===== config.mk =====
export PLATFORM = sky130hd
export DESIGN_NAME = sub16_seq
export DESIGN_NICKNAME = d
export VERILOG_FILES = /design/src/rtl/sub16_seq.sv
export SDC_FILE = /design/constraint.sdc
export NUM_CORES = 1
export LEC_CHECK = 0
export CAP_MARGIN = 15
export CELL_PAD_IN_SITES_DETAIL_PLACEMENT = 2
export CELL_PAD_IN_SITES_GLOBAL_PLACEMENT = 2
export CORE_MARGIN = 3
export CORE_UTILIZATION = 30
export CTS_CLUSTER_DIAMETER = 80
export DETAILED_ROUTE_END_ITERATION = 10
export PLACE_DENSITY = 0.84
export SYNTH_ARGS = -nofsm -noshare
export SYNTH_HDL_FRONTEND = slang
export SYNTH_SLANG_ARGS = --single-unit

===== constraint.sdc =====
create_clock -name clk -period 4.3 [get_ports clk]
set_clock_uncertainty 0.1 [all_clocks]
set_input_delay 1.075 -clock clk [delete_from_list [all_inputs] [get_ports clk]]
set_output_delay 1.075 -clock clk [all_outputs]
set_load 0.05 [all_outputs]

===== src/rtl/sub16_seq.sv =====
// Digit-serial subtractor: diff = a - b, one DIGIT-wide slice per cycle, LSB first, borrow registered between slices.
// Latency WIDTH/DIGIT cycles after an accepted start; start is ignored while busy, and results are held until the next start.
module sub16_seq #(
   parameter int WIDTH = 16,
   parameter int DIGIT = 4
) (
   input  logic             clk,
   input  logic             rst,
   input  logic             start,
   input  logic [WIDTH-1:0] a,
   input  logic [WIDTH-1:0] b,
   output logic             busy,
   output logic             done,
   output logic [WIDTH-1:0] diff,
   output logic             borrow,
   output logic             zero,
   output logic             ovf
);

   localparam int NDIG = WIDTH / DIGIT;
   localparam int CW   = (NDIG > 1) ? $clog2(NDIG) : 1;

   typedef enum logic [1:0] {IDLE, RUN, DONE} state_t;

   state_t           state_q, state_d;
   logic [CW-1:0]    cnt_q, cnt_d;
   logic [WIDTH-1:0] a_q, a_d, b_q, b_d, diff_q, diff_d;
   logic             bin_q, bin_d, borrow_q, borrow_d;
   logic             zero_q, zero_d, ovf_q, ovf_d;
   logic [DIGIT:0]   sub_w;
   int               lsb;

   assign lsb = int'(cnt_q) * DIGIT;

   always_comb begin
      state_d  = state_q;
      cnt_d    = cnt_q;
      a_d      = a_q;
      b_d      = b_q;
      bin_d    = bin_q;
      diff_d   = diff_q;
      borrow_d = borrow_q;
      zero_d   = zero_q;
      ovf_d    = ovf_q;
      sub_w    = '0;
      case (state_q)
         IDLE, DONE: begin
            if (start) begin
               a_d      = a;
               b_d      = b;
               bin_d    = 1'b0;
               cnt_d    = '0;
               diff_d   = '0;
               borrow_d = 1'b0;
               zero_d   = 1'b0;
               ovf_d    = 1'b0;
               state_d  = RUN;
            end else begin
               state_d = IDLE;
            end
         end
         RUN: begin
            // Only a DIGIT-wide subtract sits between the registers each cycle.
            sub_w = {1'b0, a_q[lsb +: DIGIT]} - {1'b0, b_q[lsb +: DIGIT]} - {{DIGIT{1'b0}}, bin_q};
            diff_d[lsb +: DIGIT] = sub_w[DIGIT-1:0];
            bin_d = sub_w[DIGIT];
            if (cnt_q == CW'(NDIG - 1)) begin
               state_d  = DONE;
               borrow_d = sub_w[DIGIT];
               zero_d   = (diff_d == '0);
               ovf_d    = (a_q[WIDTH-1] != b_q[WIDTH-1]) && (diff_d[WIDTH-1] != a_q[WIDTH-1]);
            end else begin
               cnt_d = cnt_q + CW'(1);
            end
         end
         default: state_d = IDLE;
      endcase
   end

   always_ff @(posedge clk) begin
      if (rst) begin
         state_q  <= IDLE;
         cnt_q    <= '0;
         a_q      <= '0;
         b_q      <= '0;
         bin_q    <= 1'b0;
         diff_q   <= '0;
         borrow_q <= 1'b0;
         zero_q   <= 1'b0;
         ovf_q    <= 1'b0;
      end else begin
         state_q  <= state_d;
         cnt_q    <= cnt_d;
         a_q      <= a_d;
         b_q      <= b_d;
         bin_q    <= bin_d;
         diff_q   <= diff_d;
         borrow_q <= borrow_d;
         zero_q   <= zero_d;
         ovf_q    <= ovf_d;
      end
   end

   assign busy   = (state_q == RUN);
   assign done   = (state_q == DONE);
   assign diff   = diff_q;
   assign borrow = borrow_q;
   assign zero   = zero_q;
   assign ovf    = ovf_q;

endmodule


==> results.sh <==
export IMPL_p_leak_nw=1.28
export IMPL_io_buffers=55
export IMPL_setup_viol=0
export IMPL_finalHoldViolCount=0
export IMPL_wl_met1_um=4010
export IMPL_grt_pass1_wl_um=14500
export IMPL_yosys_area_top_type="dfxtp_1"
export IMPL_cp_num_cells=4
export IMPL_relSlewSlack=0.311
export IMPL_p_int_mw=0.868
export IMPL_grt_pass1_vias=2763
export IMPL_rsz0062_at_grt="no"
export IMPL_syn_area_um2=2750
export IMPL_start_util=0.313
export IMPL_pwr_share_clk=0.310
export IMPL_p_total_mw=1.24
export IMPL_netSwitchingFraction=0.300
export IMPL_wl_met2_um=4550
export IMPL_ctsHoldBuffers=0
export IMPL_grt_start_max_net_pins=56
export IMPL_fin_nets=422
export IMPL_worstHoldStart="a_q[2]"
export IMPL_p_per_area_nw_per_um2=353
export IMPL_final_max_slew_viol_count=0
export IMPL_final_common_cell="nand2_1"
export IMPL_clk_pin_slew_ps=90
export IMPL_final_area_um2=3510
export IMPL_crit_start="state_q[0]"
export IMPL_die_width_um=102
export IMPL_post_route_period_util=0.778
export IMPL_avgSynthCellArea_um2=8.34
export IMPL_clock_path_buffers=2
export IMPL_yosys_warnings=0
export IMPL_ff2ff_path_depth=8
export IMPL_regToRegSetupSlack_ps=1130
export IMPL_place_gp_congestion=0.828
export IMPL_wire_per_inst_um=18.5
export IMPL_synth_edff_count=0
export IMPL_hold_path_class="reg -> reg"
export IMPL_crit_required_ps=3120
export IMPL_hold_path_depth=2
export IMPL_dieHeight_um=102
export IMPL_routed_wl_met3_um=265
export IMPL_synth_top_flop_cell="dfxtp_1"
export IMPL_critical_path_slowest_cell="clkdlybuf4s50_1"
export IMPL_dp_slack_ps=1130
export IMPL_postSynthCellCount=330
export IMPL_worstPathArrival_ps=2170
export IMPL_power_frac_comb=0.237
export IMPL_setup_slack_ps=957
export IMPL_critPathBufInv=3
export IMPL_cpPeakStageDelay_ps=840
export IMPL_core_area_um2=8810
export IMPL_ys_async_sr_fraction=0
export IMPL_yosysTopAreaCellShare=0.407
export IMPL_drive_gt1_frac=0.0691
export IMPL_n_fill_cell=983
export IMPL_post_drt_via_cell_ratio=5.28
export IMPL_ys_seq_area_frac=0.407
export IMPL_worstPathCellList="nand2b_1 > inv_1 > buf_4 > clkdlybuf4s50_1"
export IMPL_clk_latency_ps=310
export IMPL_drt_first_pass_iters=4
export IMPL_postCtsResizedCells=0
export IMPL_drc=0
export IMPL_overflow=0
export IMPL_cts_made_buffers=5
export IMPL_switching_power_mw=0.372
export IMPL_rr_endpoint="bin_q"
export IMPL_cts_setup_buffers=0
export IMPL_drtIter0Drc=87
export IMPL_yosysUniqueCellTypes=43
export IMPL_io_pins=56
export IMPL_highest_layer="met4"
export IMPL_synth_seq_cells=56
export IMPL_antenna_found_initial=0
export IMPL_startpoint_type="register"
export IMPL_row_count=34
export IMPL_tightest_slew_ps=1030
export IMPL_mostFrequentLayoutCells="77 x nand2_1, 56 x dfxtp_1, 54 x clkdlybuf4s50_1"
export IMPL_outcome="completed"
export IMPL_place_area_um2=3380
export IMPL_cap_violations=0
export IMPL_h_tree_depth=2
export IMPL_grt_total_usage=0.178
export IMPL_crit_fanout=15
export IMPL_area_delta_synth_final_pct=27.5
export IMPL_fin_util=0.398
export IMPL_ant_nets=0
export IMPL_critical_path_class="reg -> out"
export IMPL_pwr_share_seq=0.453
export IMPL_ir_drop_mv=0.153
export IMPL_cts_root_buf="clkbuf_8"
export IMPL_synth_area_leaders="dfxtp_1 41%, nand2_1 11%, a21oi_1 7.8%, mux4_2 6.5%, ha_1 4.5%"
export IMPL_tritoncts="yes"
export IMPL_vias=2557
export IMPL_die_area_um2=10400
export IMPL_whs_endpoint="a_q[2]"
export IMPL_setup_tns_ps=0
export IMPL_path_delay_family="buffers and inverters"
export IMPL_diodes=0
export IMPL_drt_total_wl_um=8960
export IMPL_period_minus_slack_ps=3340
export IMPL_fmax_mhz=299
export IMPL_syn_nets=377
export IMPL_reg2reg_from="cnt_q[1]"
export IMPL_clock_sinks=56
export IMPL_endpoint_kind="output port"
export IMPL_hpwl_um=6370
[power groups by stage]
stage                     Combinational [mW]  Sequential [mW]  Clock (mW)
after CTS                              0.295            0.562       0.396
final                                  0.294            0.561       0.385
after floorplan                        0.181            0.576           0
after global placement                 0.276            0.571           0
after detailed placement               0.288            0.573           0
after global routing                   0.322            0.565       0.415
[how the worst max path moves through the flow]
stage / endpoint / slack, ps
2_1_floorplan: zero / 1170
3_3_place_gp: cnt_q[0] / 1200
3_5_place_dp: cnt_q[0] / 1130
4_1_cts: busy / 970
5_1_grt: busy / 850
6_report: busy / 960
[layer usage]
metal,up-vias,track usage
met3,10,0.0269
met5,-,0
met4,0,0.0450
met1,1280,0.225
met2,52,0.317
li1,1215,-
[Yosys cell counts, types with 4 or more instances]
| library cell | n |
|---|---|
| inv_1 | 13 |
| nor2b_1 | 8 |
| nand3_1 | 5 |
| nand2_1 | 77 |
| mux4_2 | 8 |
| a21oi_1 | 43 |
| a22oi_1 | 8 |
| clkbuf_1 | 10 |
| buf_1 | 7 |
| nand2b_1 | 8 |
| nor2_1 | 27 |
| dfxtp_1 | 56 |
| ha_1 | 10 |
| nor3_1 | 4 |
[kinds of logic after synthesis]
| group | share of synthesized area |
|---|---|
| and+or+nand+nor | 0.228 |
| AOI/OAI and AO/OA | 0.164 |
| DFF | 0.407 |
| buffers and inverters | 0.0482 |
| muxes | 0.0805 |
| adders and majority gates | 0.0600 |
| xor gates and xnor gates | 0.0123 |
[per-stage QoR]
stage | instances | hold slack, ps
finish | 484 | 368
global route | 484 | 388
CTS | 484 | 370
detailed placement | 476 | 355
global placement | 476 | 344
floorplan | 330 | 333
[registers in the layout, summed over array words and instances, names as in the netlist]
register	count
b_q	16
a_q	16
cnt_q	2
borrow	1
ovf	1
state_q	2
zero	1
bin_q	1
diff	16
[worst register-to-register path: stages (launching register included)]
cell and delay (ps):
dfxtp_1 680, mux4_2 410, fa_1 440, fa_1 450, nand2b_1 180, a21oi_1 200, xor2_1 290, a22oi_1 180
nor2_1 180
[cell type report]
type | instances | area (µm²) | share of cell area
multi-input cells | 240 | 1500 | 0.428
flip-flops and latches | 56 | 1120 | 0.320
repair buffers | 59 | 576 | 0.164
well taps | 108 | 135 | 0.0385
clock buffers | 7 | 96.3 | 0.0275
inverters | 13 | 48.8 | 0.0139
clock inverters | 1 | 30.0 | 0.00856
Note: power is estimated with default switching activity, not from simulation.
